==> config.mk <==
export PLATFORM = sky130hd
export DESIGN_NAME = cbus_axi_bridge
export DESIGN_NICKNAME = d
export VERILOG_FILES = /design/src/rtl/cbus_axi_bridge.sv
export SDC_FILE = /design/constraint.sdc
export NUM_CORES = 1
export LEC_CHECK = 0
export CAP_MARGIN = 10
export CORE_AREA = 2 2 117 119
export CTS_BUF_LIST = sky130_fd_sc_hd__clkbuf_4
export DETAILED_ROUTE_END_ITERATION = 10
export DIE_AREA = 0 0 119 121
export SLEW_MARGIN = 20
export SYNTH_ARGS = -nofsm -noshare
export SYNTH_HDL_FRONTEND = slang
export SYNTH_SLANG_ARGS = --single-unit
==> constraint.sdc <==
create_clock -name clk -period 1.6 [get_ports clk]
set_clock_uncertainty 0.05 [all_clocks]
set_input_delay 0.24 -clock clk [delete_from_list [all_inputs] [get_ports clk]]
set_output_delay 0.24 -clock clk [all_outputs]
set_load 0.01 [all_outputs]
==> src/rtl/cbus_axi_bridge.sv <==
// CBus-to-AXI3/4 master bridge: one CBus burst becomes one AXI INCR burst, single outstanding.
// Define CBUS_AXI_ERR_EN to add the sticky cresp_err response flag.
module cbus_axi_bridge #(
  parameter int ADDR_W = 32,
  parameter int DATA_W = 32,
  parameter int ID_W   = 4,
  parameter int LEN_W  = 4,
  parameter int AXI_ID = 0
) (
  input  logic                clk,
  input  logic                reset,
  input  logic                creq_valid,
  input  logic                creq_is_write,
  input  logic [2:0]          creq_size,
  input  logic [ADDR_W-1:0]   creq_addr,
  input  logic [LEN_W-1:0]    creq_len,
  input  logic [DATA_W/8-1:0] creq_strobe,
  input  logic [DATA_W-1:0]   creq_data,
  output logic                cresp_ready,
  output logic                cresp_last,
  output logic [DATA_W-1:0]   cresp_data,
`ifdef CBUS_AXI_ERR_EN
  output logic                cresp_err,
`endif
  output logic [ID_W-1:0]     arid,
  output logic [ADDR_W-1:0]   araddr,
  output logic [LEN_W-1:0]    arlen,
  output logic [2:0]          arsize,
  output logic [1:0]          arburst,
  output logic                arvalid,
  input  logic                arready,
  input  logic [ID_W-1:0]     rid,
  input  logic [DATA_W-1:0]   rdata,
  input  logic [1:0]          rresp,
  input  logic                rlast,
  input  logic                rvalid,
  output logic                rready,
  output logic [ID_W-1:0]     awid,
  output logic [ADDR_W-1:0]   awaddr,
  output logic [LEN_W-1:0]    awlen,
  output logic [2:0]          awsize,
  output logic [1:0]          awburst,
  output logic                awvalid,
  input  logic                awready,
  output logic [ID_W-1:0]     wid,
  output logic [DATA_W-1:0]   wdata,
  output logic [DATA_W/8-1:0] wstrb,
  output logic                wlast,
  output logic                wvalid,
  input  logic                wready,
  input  logic [ID_W-1:0]     bid,
  input  logic [1:0]          bresp,
  input  logic                bvalid,
  output logic                bready
);

  localparam logic [2:0] S_IDLE = 3'd0;
  localparam logic [2:0] S_AR   = 3'd1;
  localparam logic [2:0] S_R    = 3'd2;
  localparam logic [2:0] S_AW   = 3'd3;
  localparam logic [2:0] S_W    = 3'd4;
  localparam logic [2:0] S_B    = 3'd5;

  logic [2:0]        r_state;
  logic [2:0]        w_next;
  logic [ADDR_W-1:0] r_addr;
  logic [LEN_W-1:0]  r_len;
  logic [LEN_W-1:0]  r_cnt;
  logic [2:0]        r_size;
  logic              w_last_beat;
  logic              w_unused;

  assign w_last_beat = (r_cnt == r_len);
  // IDs are not checked with a single transaction in flight.
  assign w_unused    = ^{1'b0, rid, bid, rresp, bresp};

  // Next-state logic
  always_comb begin
    w_next = r_state;
    case (r_state)
      S_IDLE: begin
        if (creq_valid) w_next = creq_is_write ? S_AW : S_AR;
        else            w_next = S_IDLE;
      end
      S_AR:   if (arready)                  w_next = S_R;    else w_next = S_AR;
      S_R:    if (rvalid && rlast)          w_next = S_IDLE; else w_next = S_R;
      S_AW:   if (awready)                  w_next = S_W;    else w_next = S_AW;
      S_W:    if (wready && w_last_beat)    w_next = S_B;    else w_next = S_W;
      S_B:    if (bvalid)                   w_next = S_IDLE; else w_next = S_B;
      default: w_next = S_IDLE;
    endcase
  end

  // State, request latches and beat counter
  always_ff @(posedge clk) begin
    if (reset) begin
      r_state <= S_IDLE;
      r_addr  <= '0;
      r_len   <= '0;
      r_size  <= 3'd0;
      r_cnt   <= '0;
    end else begin
      r_state <= w_next;
      case (r_state)
        S_IDLE: if (creq_valid) begin
          r_addr <= creq_addr;
          r_len  <= creq_len;
          r_size <= creq_size;
          r_cnt  <= '0;
        end
        S_R:     if (rvalid) r_cnt <= r_cnt + 1'b1;
        S_W:     if (wready && !w_last_beat) r_cnt <= r_cnt + 1'b1;
        default: r_cnt <= r_cnt;
      endcase
    end
  end

  assign arid    = ID_W'(AXI_ID);
  assign araddr  = r_addr;
  assign arlen   = r_len;
  assign arsize  = r_size;
  assign arburst = 2'b01;
  assign arvalid = (r_state == S_AR);
  assign rready  = (r_state == S_R);

  assign awid    = ID_W'(AXI_ID);
  assign awaddr  = r_addr;
  assign awlen   = r_len;
  assign awsize  = r_size;
  assign awburst = 2'b01;
  assign awvalid = (r_state == S_AW);

  assign wid     = ID_W'(AXI_ID);
  assign wdata   = creq_data;
  assign wstrb   = creq_strobe;
  assign wvalid  = (r_state == S_W);
  assign wlast   = wvalid && w_last_beat;
  assign bready  = (r_state == S_B);

  // The final write beat is acknowledged by the B response, not by wready.
  assign cresp_ready = (rready && rvalid) || (wvalid && wready && !w_last_beat) || (bready && bvalid);
  assign cresp_last  = (rready && rvalid && rlast) || (bready && bvalid);
  assign cresp_data  = rdata;

`ifdef CBUS_AXI_ERR_EN
  logic r_err;
  logic w_err_now;

  assign w_err_now = (rready && rvalid && ((rresp != 2'b00) || (rlast && !w_last_beat)))
                   || (bready && bvalid && (bresp != 2'b00));
  assign cresp_err = cresp_last && (r_err || w_err_now);

  // Sticky error flag for the burst in progress
  always_ff @(posedge clk) begin
    if (reset)                 r_err <= 1'b0;
    else if (r_state == S_IDLE) r_err <= 1'b0;
    else if (w_err_now)        r_err <= 1'b1;
    else                       r_err <= r_err;
  end
`endif

endmodule

== Word-level counts from Yosys, hierarchy flattened ==
Cells that the tools add are included.
Storage, ports and cells
  register bits after elaboration: 46
  bits of input ports: 129
  output and inout port bits: 170
  word-level logic and storage cells: 44
Operators by class
  add/subtract/negate cells: 1
  eq/ne operators: 9
  multiplexer cells: 12
  reduce and logical (&&, ||, !) cells: 17
Operators by type and width (number)
  3-bit one-hot mux with 6 select lines: 1
  4-bit 2-to-1 mux: 3
  4-bit one-hot mux with 3 select lines: 1
  1-bit logical AND: 9
  2-bit 2-to-1 mux: 4
  3-bit by 2-bit equality test with 1-bit output (second input constant): 2
  3-bit equality test (second input constant): 2
  3-bit 2-to-1 mux: 2
  4-bit by 1-bit adder with 4-bit output (second input constant): 1
  4-bit equality test: 1
  2-bit != test (second input constant): 2
  4-bit AND reduction: 1
  3-bit by 1-bit equality test with 1-bit output (second input constant): 1
  3-bit logical NOT: 1
  1-bit logical OR: 3
  3-bit nonzero test: 1
  2-bit by 1-bit != test with 1-bit output (second input constant): 1
  2-bit AND reduction: 1
  1-bit logical NOT: 1
  1-bit 2-to-1 mux: 1

== Longest topological paths before layout ==
  depth after elaboration: 5
  depth in mapped cells: 7
  depth with buffers taken out: 4

== Worst setup path after synthesis ==
No wires, ideal clock.
  kind: reg2out
  from: reg r_len[1] (netlist: arlen[1])
  to: out cresp_ready
  data arrival time: 1.348 ns
  required time: 1.310 ns
  slack: -0.038 ns
  stages on the path, launching flop included: 5
  path buffers: 0
  path through: dfxtp_1 > xor2_1 > o41ai_4 > o31a_1 > o21ai_0
Between the ends
  cells in the longest elaborated chain, start to end: 5
Ends and longest elaborated chain
  start: declaration: line 67  | logic [LEN_W-1:0] r_len;
  start signal: assignment: line 107  | r_len <= creq_len;
  4-bit equality test: line 73  | assign w_last_beat = (r_cnt == r_len);
  1-bit logical NOT: line 141  | assign cresp_ready = (rready && rvalid) || (wvalid && wready && !w_last_beat) || (bready && bvalid);
  1-bit logical AND: line 141
  1-bit logical OR (2 in series): line 141
  end: declaration: line 19  | output logic cresp_ready,
Every way passes these cells.

== Worst setup path in the final report ==
  from: reg r_cnt[1]
  to: out cresp_ready
Between the ends
  cells in the longest elaborated chain, start to end: 5
Ends and longest elaborated chain
  start: declaration: line 68  | logic [LEN_W-1:0] r_cnt;
  start signal: assignment: line 111  | S_R: if (rvalid) r_cnt <= r_cnt + 1'b1;
  start signal: assignment: line 112  | S_W: if (wready && !w_last_beat) r_cnt <= r_cnt + 1'b1;
  start signal: assignment: line 113  | default: r_cnt <= r_cnt;
  4-bit equality test: line 73
  1-bit logical NOT: line 141
  1-bit logical AND: line 141
  1-bit logical OR (2 in series): line 141
Every way passes these cells.

==> impl_metrics.ini <==
[status]
status = complete, but fails checks
violations = setup timing

[pwr]
switchingPower_mw = 1.14
cellPowerDensity_nw_per_um2 = 694
vdd_drop_max_uv = 232
leakage_nw = 2.47
p_int_mw = 2.18
power_frac_seq = 0.395
power_frac_clock = 0.169
swShare = 0.344
p_comb_frac = 0.436

[logic_synthesis]
synth_mux_area_frac = 0.00743
syn_area_sq_um = 2860
seq_area_frac_synth = 0.322
ys_warn_count = 0
synth.area.top_cells = buf_4, dfxtp_1, nand2_1
yosys.area.top_type = buf_4
synth_fa_ha_area_frac = 0.00437
syn_area_per_cell_sq_um = 7.83
yosys.area_share.simple = 0.165
synth_compound_area_frac = 0.131
synth_cells = 366
synth_top_family_by_area = buffers and inverters
synth.ff_latch_count = 46
yosysUniqueCellTypes = 37
synth_xor_area_frac = 0.0153
synth_top_area_share = 0.325

[grt]
grt_pass1_vias = 2396
grt_overflow = 0
grt_pass1_wl_mm = 12.6
antenna_found_initial = 1
grt_usage = 0.112
grt_start_max_net_pins = 40

[drt]
drcViolationCount = 0
firstDrtPassIters = 4
drt-initial-drc-count = 59
routedWlPerCell_um = 16.3
drt-total-wl_mm = 10.1
ant_nets = 0
viasPerCell = 4.13
routed-via-count = 2545

[cells_and_area]
final_cells = 616
drive_gt1_frac = 0.449
final_common_cell = clkdlybuf4s50_1
nFillCells = 1314
area_delta_synth_final_pct = 67.3
layout_common_cells = clkdlybuf4s50_1, nand2_1, dlygate4sd2_1
nets = 568

[clock_network]
htreeDepth = 2
clk_latency_ps = 360
cts_tree = done
cts_buffers = 5
hold_buffers = 0
clock_path_buffers = 2
cts-root-buf = clkbuf_4
path_clk_slew_ps = 140
clock_sink_count = 46

[hold_path]
min_path_type = in -> reg
hold_end = r_state[2]$_SDFF_PP0_
min-delay-start = reset
holdPathStages = 2

[timing]
hold_viol = 0
finalCritPeriodShare = 1.25
fmaxAchievable_mhz = 501
finalSetupViolCount = 28
worst_slack_ps = -398
period_needed_ps = 2000
drv_slew = 0
whs_ps = 232
rsz0062_at_grt = true

[critical_path]
cpMaxStageDelayCell = dfxtp_2
timing.rr.start = r_state[2]$_SDFF_PP0_
crit_family = compound AO/OA/AOI/OAI gates
rrSetupSlack_ps = -50
cp_max_fo = 2
cp.required_ps = 1310
crit_path_end_kind = primary output
path_class = reg -> out
crit_arrival_ps = 1710
reg2reg_depth = 7
slowest_delay_ps = 380
path_cells = xor2_4 > o41ai_4 > o31a_1 > o21ai_1 > buf_2
r2r-end = araddr[31]$_SDFFE_PP0P_
path_depth = 5
start_kind = flop
worst-path-buf-inv = 1

[floorplanning]
dieHeight_um = 121
start_util = 0.219
num_rows = 42
die_w_um = 119
coreArea_sq_um = 13100
dieArea_sq_um = 14400
io_pins = 299

[placed_design]
io_buffers = 134
post-place-cells = 584
dpl.hpwl_mm = 5.53
place.gp.congestion = 0.831

[run]
cap_viol_max_count = 0
## power groups by stage
stage               Sequential, mW  Clock [mW]  Combinational [mW]
floorplan                     1.36           0               0.663
CTS                           1.32       0.610                1.11
finish                        1.31       0.561                1.45
detailed placement            1.33           0                1.01
global placement              1.32           0                1.00
global route                  1.33       0.646                1.55
## kinds of logic (layout without fill, tap and decap cells)
logic type	Yosys count	in the layout
mux	2	2
buf+inv	143	202
xor+xnor	5	5
flops	46	46
compound gates	59	59
simple gates	108	108
fa+ha+maj	1	1
other cells	2	17
## worst max path at each step
stage / startpoint / slack, ps / to
floorplan: arlen[0]$_SDFFE_PP0P_ / 7 / cresp_ready
finish: r_cnt[1]$_SDFFE_PP0P_ / -400 / cresp_ready
global route: r_cnt[1]$_SDFFE_PP0P_ / -530 / cresp_ready
detailed placement: wready / -540 / cresp_ready
global placement: wready / -530 / cresp_ready
CTS: arlen[1]$_SDFFE_PP0P_ / -440 / cresp_ready
## metal layers
metal / vias to the layer above / GRT usage / share of wire
met2: 130 / 0.203 / 0.51
met5: - / 0 / 0
met1: 1203 / 0.123 / 0.41
met4: 0 / 0.0513 / 0.025
met3: 20 / 0.0277 / 0.057
li1: 1192 / - / -
## cell type report
class / instances / area, sq um / share of cell area
diodes: 1 / 2.50 / 0.000522
clock buffers: 6 / 45.0 / 0.00940
clock inverters: 2 / 8.76 / 0.00183
inverters: 4 / 15.0 / 0.00313
multi-input cells: 191 / 1530 / 0.319
flip-flops and latches: 46 / 976 / 0.204
well taps: 176 / 220 / 0.0460
repair buffers: 190 / 2000 / 0.416
## metrics by stage
step	TNS, ps	setup WS [ps]	util	instance area, sq um	power [mW]
2_1_floorplan	0	7.10	-	2920	2.02
3_3_place_gp	-3930	-534	0.287	3760	2.33
3_5_place_dp	-5900	-537	0.287	3760	2.34
4_1_cts	-1350	-436	0.312	4090	3.03
5_1_grt	-4850	-533	0.366	4790	3.52
6_report	-1370	-398	0.366	4790	3.33
## registers in the layout, summed over array words and instances (netlist names)
register	count
araddr	32
arlen	4
r_state	3
r_cnt	4
arsize	3
## timing repair
item,CTS,global route
buffers inserted,9,8
resized for setup,142,143
gates cloned,2,8
setup endpoints to repair,78,81
pin swaps,11,65
## cell usage after synthesis
cell,instances
a22oi_1,2
o21ai_0,3
nor3b_1,2
o41ai_4,1
or2_1,1
dfxtp_1,46
xnor2_1,1
nor3b_2,1
a21oi_1,41
a32oi_1,1
a211oi_2,1
ha_1,1
conb_1,2
nand3_1,5
inv_1,4
a221oi_1,1
and2_1,3
nand2_1,83
nor4_1,1
xor2_1,4
nor4b_2,1
nor2b_1,3
mux2_2,1
nor2_1,4
a311oi_1,1
buf_2,8
o32ai_2,1
o31a_1,1
buf_4,124
o2bb2ai_1,2
a211oi_1,4
mux2i_1,1
nand3b_1,1
clkbuf_1,7
nor3_1,1
nand2b_1,1
nor4b_1,1
Power figures use the tool's default switching activity.
==> edit 1: new RTL, config.mk and constraints unchanged <==
Add a define of `CBUS_AXI_ERR_EN`.
--- a/src/rtl/cbus_axi_bridge.sv
+++ b/src/rtl/cbus_axi_bridge.sv
@@ -1,5 +1,7 @@
 // CBus-to-AXI3/4 master bridge: one CBus burst becomes one AXI INCR burst, single outstanding.
 // Define CBUS_AXI_ERR_EN to add the sticky cresp_err response flag.
+`define CBUS_AXI_ERR_EN
+
 module cbus_axi_bridge #(
   parameter int ADDR_W = 32,
   parameter int DATA_W = 32,
Formal check against the unedited RTL (old outputs only; new: cresp_err): equivalent (Yosys induction, for registers that start in step).
==> edit 1 against the unedited design <==
- the run still ends with negative setup slack left
- largest power group unchanged
- setup slack better by 0.13 ns
- area after synthesis is 6.5% higher
- final area is 1.5% higher
- sequential cell count is 1 higher
- total power is 3.6% higher
- wire length is 8.1% lower
- critical path type unchanged
- sequential share of layout area is 0.082 points higher
- synthesized cell count is 3.8% higher
- clock power is 26% higher
==> edit 1: results (changes against the unedited design) <==
----------------------------------------------------
[Placed design]
  Worst setup slack after placement ... -0.518 ns (was -0.537 ns)
  Placed cell count ... 603 (was 584)
  IO Port Bufs ... 139 (was 134)
  Routability-driven placement congestion ratio ... 0.839 (was 0.831)
  Detailed Place HPWL ... 5820 um (was 5530 um)

[Yosys]
  Share of flip-flops with an asynchronous set or reset after synthesis ... 0% (unchanged)
  Xor/xnor cell area share of the yosys netlist ... 1.64% (was 1.53%)
  Mean post-synth cell area ... 8.03 um^2 (was 7.83 um^2)
  Dominant cell type by area after synthesis ... dfxtp_1 (was buf_4)
  Yosys warns ... 0 (unchanged)
  Sequential fraction of the synthesis area ... 30.8% (was 32.2%)
  Top area cells in the synthesized netlist ... dfxtp_1, buf_4, nand2_1 (was buf_4, dfxtp_1, nand2_1)
  Synth top cells by count ... buf_4, nand2_1, dfxtp_1 (unchanged)
  Post-synthesis compound-gate area fraction ... 13.4% (was 13.1%)
  Post-synthesis adder-cell area fraction ... 0.410% (was 0.437%)
  Netlist cell types ... 48 (was 37)
  Mux share of post-synthesis cell area ... 0.697% (was 0.743%)

[Timing]
  Post-layout worst setup margin ... -0.268 ns (was -0.398 ns)
  Setup violators final ... 26 (was 28)

[Finish]
  Nets ... 585 (was 568)
  Layout cell share with drive strength beyond 1 ... 46.5% (was 44.9%)
  Inserted Diodes ... 0 (was 1)
  Number of flip-flops in the largest register ... 32 (unchanged)
  Fillers ... 1299 (was 1314)

[Drt]
  Routed length per instance ... 14.6 um (was 16.3 um)
  Iteration count of the initial detailed-routing pass ... 4 (unchanged)
  Total number of vias ... 2676 (was 2545)
  Initial DRC count ... 36 (was 59)
  Detailed-route vias per instance ... 4.23 (was 4.13)

[Clock network]
  Root Buffer Master ... clkbuf_4 (unchanged)
  Clock buffer count from CTS ... 5 (unchanged)
  Maximum buffer depth of the clock tree ... 2 (unchanged)
  Count of H-tree levels built during CTS ... 2 (unchanged)
  Clock latency reported for the late side of the worst-skew pair ... 0.36 ns (about the same)
  Clock transition at path regs ... 0.13 ns

[Run status]
  Failing checks ... negative setup slack (unchanged)
  Outcome ... finished, violations left (unchanged)

[Critical path]
  Maximum fanout count along the critical path ... 2 (unchanged)
  Crit path DAT ... 1.58 ns (was 1.71 ns)

[Power and ir drop]
  Leak Pwr ... 0.00263 uW (was 0.00247 uW)
  Largest voltage drop on the vdd net ... 314 uV (was 232 uV)

[GRT]
  Antenna violations before repair ... 0 (was 1)
  Total Routing Usage GR ... 10.4% (was 11.2%)
  First-pass GRT wire length ... 12000 um (was 12600 um)
  Largest net degree at the start of global routing ... 29 (was 40)
  Via count of the first global-routing pass ... 2456 (was 2396)

[Hold path]
  Worst Hold Class ... in2reg (unchanged)

----------------------------------------------------
==> edit 1: changes by cell type in the layout (fill, tap and decap cells not counted), moves of 4 or more <==
cell and delta:
dfxtp_2 +11, dfxtp_1 -6, nor2_1 +5, dlygate4sd2_1 -9, buf_6 -4, clkdlybuf4s50_1 +4
dlymetal6s2s_1 +9, dfxtp_4 -4
==> edit 1: final timing paths <==
| path | startpoint | endpoint | slack, ns | cells past startpoint |
|---|---|---|---|---|
| setup / recovery | r_cnt[2] | cresp_ready | -0.27 | 6 |
| hold / removal | reset | arlen[1] | 0.21 | 2 |
| setup reg to reg | r_state[1] | araddr[4] | -0.05 | 7 |
| hold reg to reg | araddr[14] | araddr[14] | 0.42 | 2 |
==> edit 1: final cells by class <==
class / instances / share of cell area (%)
inverter: 6 / 0.669
clock buffer: 5 / 0.772
multi-input combinational: 201 / 31.5
timing repair buffer: 194 / 41.3
clock inverter: 3 / 0.797
tap: 176 / 4.53
sequential: 47 / 20.4
==> edit 1: critical path: stages (launching register included) <==
cell and delay (ns):
dfxtp_1 0.36, xnor2_2 0.15, buf_4 0.14, a41oi_2 0.23
a21boi_1 0.10, o21ai_1 0.11, buf_2 0.14
==> edit 1: per-stage QoR <==
| stage | cell area [um^2] | TNS, ns | total power (uW) | hold slack, ns |
|---|---|---|---|---|
| floorplan | 3100 | 0 | 2110 | 0.326 |
| global placement | 3940 | -2.45 | 2400 | 0.407 |
| detailed placement | 3940 | -2.84 | 2410 | 0.415 |
| CTS | 4120 | -0.828 | 3160 | 0.142 |
| global route | 4860 | -4.94 | 3630 | 0.202 |
| finish | 4860 | -1.12 | 3440 | 0.206 |
==> edit 1: power by group <==
group	internal [uW]	leakage, uW	switching, uW
Clock	322	0.0000426	387
Sequential	1270	0.000401	76.4
Combinational	742	0.00218	648
==> edit 1: layer usage <==
| metal | vias to the layer above | GRT usage (%) | wire [um] |
|---|---|---|---|
| li1 | 1240 | - | - |
| met1 | 1268 | 12.0 | 3740 |
| met2 | 155 | 17.5 | 4700 |
| met3 | 13 | 3.95 | 710 |
| met4 | 0 | 3.87 | 104 |
| met5 | - | 0 | 0 |
==> edit 1: repair_timing <==
| action | 4_1_cts | 5_1_grt |
|---|---|---|
| setup endpoints to repair | 119 | 95 |
| pin swaps | 12 | 69 |
| cloned | 0 | 6 |
| resized for setup | 116 | 171 |
| setup buffers | 9 | 8 |
==> edit 1: cells by family after synthesis <==
group | count (synthesis)
buffers and inverters | 146
and+or+nand+nor | 114
AOI/OAI and AO/OA | 64
DFF | 47
xor gates and xnor gates | 4
other | 2
muxes | 2
adders and majority gates | 1
==> edit 2: new RTL, same flow settings <==
Made on the original files. Change the parameter `ID_W` from 4 to 3.
--- a/src/rtl/cbus_axi_bridge.sv
+++ b/src/rtl/cbus_axi_bridge.sv
@@ -3,7 +3,7 @@
 module cbus_axi_bridge #(
   parameter int ADDR_W = 32,
   parameter int DATA_W = 32,
-  parameter int ID_W   = 4,
+  parameter int ID_W   = 3,
   parameter int LEN_W  = 4,
   parameter int AXI_ID = 0
 ) (
Ports: changed (5 resized); port bits go from 299 to 294. No check against the original RTL was run, so the function may have changed too.
==> edit 2 against the unedited design <==
- total power is 4.6% higher
- area after synthesis is 0.79% lower
- register-to-register slack worse by 0.14 ns
- maximum frequency is 1.7% higher
- the flow still finishes with violations (negative setup slack)
- sequential share of layout area is 0.31 points lower
- final area is 1.4% higher
- sequential cell count stayed put
- wire length is 7.9% lower
- largest power group unchanged
- setup slack better by 0.033 ns
- count of clock-buffer cells in the layout is 1 lower
==> edit 2: results (changes against the unedited design) <==
----------------------------------------------------
[Critical path]
  Critical register-to-register path startpoint ... r_state[1] (was r_state[2])
  R2R cell count ... 10 (was 7)
  Endpoint of the lowest-slack register-to-register path ... araddr[6] (was araddr[31])
  Largest stage delay, worst path ... 0.39 ns
  Crit path DAT ... 1.67 ns (was 1.71 ns)
  Setup slack, reg-to-reg ... -0.19 ns (was -0.05 ns)
  Critical-path top delay cell ... o41ai_4 (was dfxtp_2)

[GRT]
  Via count of the first global-routing pass ... 2373 (was 2396)
  Total Routing Usage GR ... 10.9% (was 11.2%)
  First-pass GRT wire length ... 12500 um (was 12600 um)

[Power and ir drop]
  Largest voltage drop on the vdd net ... 255 uV (was 232 uV)
  Switching share of power ... 32.0% (was 34.4%)

[Drt]
  Wire length on met2 ... 4820 um (was 5170 um)
  Routed wire length ... 9270 um (was 10100 um)
  Iteration count of the initial detailed-routing pass ... 4 (unchanged)
  Sum of routed wire segments on met1 ... 3740 um (was 4080 um)
  Wire length on met3 ... 576 um (was 573 um)
  Initial DRC count ... 55 (was 59)

[Run status]
  Failing checks ... negative setup slack (unchanged)
  Outcome ... finished, violations left (unchanged)

[Yosys]
  Share of flip-flops with an asynchronous set or reset after synthesis ... 0% (unchanged)
  Sequential fraction of the synthesis area ... 32.4% (was 32.2%)
  Xor/xnor cell area share of the yosys netlist ... 1.54% (was 1.53%)
  Synth top cells by count ... buf_4, nand2_1, dfxtp_1 (unchanged)
  Top area cells in the synthesized netlist ... dfxtp_1, buf_4, nand2_1 (was buf_4, dfxtp_1, nand2_1)
  Post-synthesis adder-cell area fraction ... 0.440% (was 0.437%)

[Clock network]
  Count of H-tree levels built during CTS ... 2 (unchanged)

[Placed design]
  Total cell area at the placement stage ... 0.00371 mm^2 (was 0.00376 mm^2)
  Routability-driven placement congestion ratio ... 0.787 (was 0.831)
  Worst setup slack after placement ... -0.529 ns (was -0.537 ns)

[Timing]
  Setup violators final ... 45 (was 28)
  Sum of negative setup slack ... -7.05 ns (was -1.37 ns)
  Post-layout worst setup margin ... -0.365 ns (was -0.398 ns)
  Worst hold margin ... 0.177 ns (was 0.232 ns)

[Hold path]
  Worst hold endpoint ... r_state[0] (was r_state[2])

[Finish]
  Layout cell share with drive strength beyond 1 ... 48.2% (was 44.9%)
  Nets ... 566 (was 568)

----------------------------------------------------
-- edit 2: final cells by class --
type	instances	area, um^2
Clock buffer	5	37.5
Antenna cell	1	2.50
Clock inverter	2	33.8
Fill cell	1296	8220
Multi-Input combinational cell	188	1540
Sequential cell	46	975
Inverter	4	15.0
Tap cell	176	220
Timing Repair Buffer	193	2040
-- edit 2: through the flow --
step	std cells	utilization, %
4_1_cts	601	31.7
5_1_grt	614	37.1
2_1_floorplan	374	-
3_5_place_dp	578	28.4
3_3_place_gp	578	28.4
6_report	615	37.1
-- edit 2: logic make-up after synthesis --
family	after synthesis
adders and majority gates	1
xor gates and xnor gates	5
muxes	2
and+or+nand+nor	108
other	2
buffers and inverters	140
AOI/OAI and AO/OA	59
DFF	46
-- edit 2: worst max path at each step --
stage | from | endpoint | slack (ns)
floorplan | arlen[0] | cresp_ready | 0.007
global placement | wready | cresp_ready | -0.51
detailed placement | wready | cresp_ready | -0.53
CTS | arlen[1] | cresp_ready | -0.48
global route | r_cnt[2] | cresp_ready | -0.47
finish | r_cnt[2] | cresp_ready | -0.36
-- edit 2: layer usage --
metal	vias to the layer above	GRT usage, %
met4	0	4.09
met5	-	0
met2	113	19.4
met3	14	2.73
met1	1205	12.6
li1	1192	-
-- edit 2: power by group through the flow --
stage	combinational [uW]	sequential, uW	clock, uW
2_1_floorplan	654	1360	0
3_3_place_gp	982	1320	0
3_5_place_dp	988	1330	0
4_1_cts	1160	1320	735
5_1_grt	1570	1330	773
6_report	1470	1320	688
-- edit 2: what timing repair did --
item,in CTS,in global routing
gates cloned,3,3
resized for setup,143,163
pin swaps,11,58
endpoints found under the setup margin,104,90
setup buffers,14,12
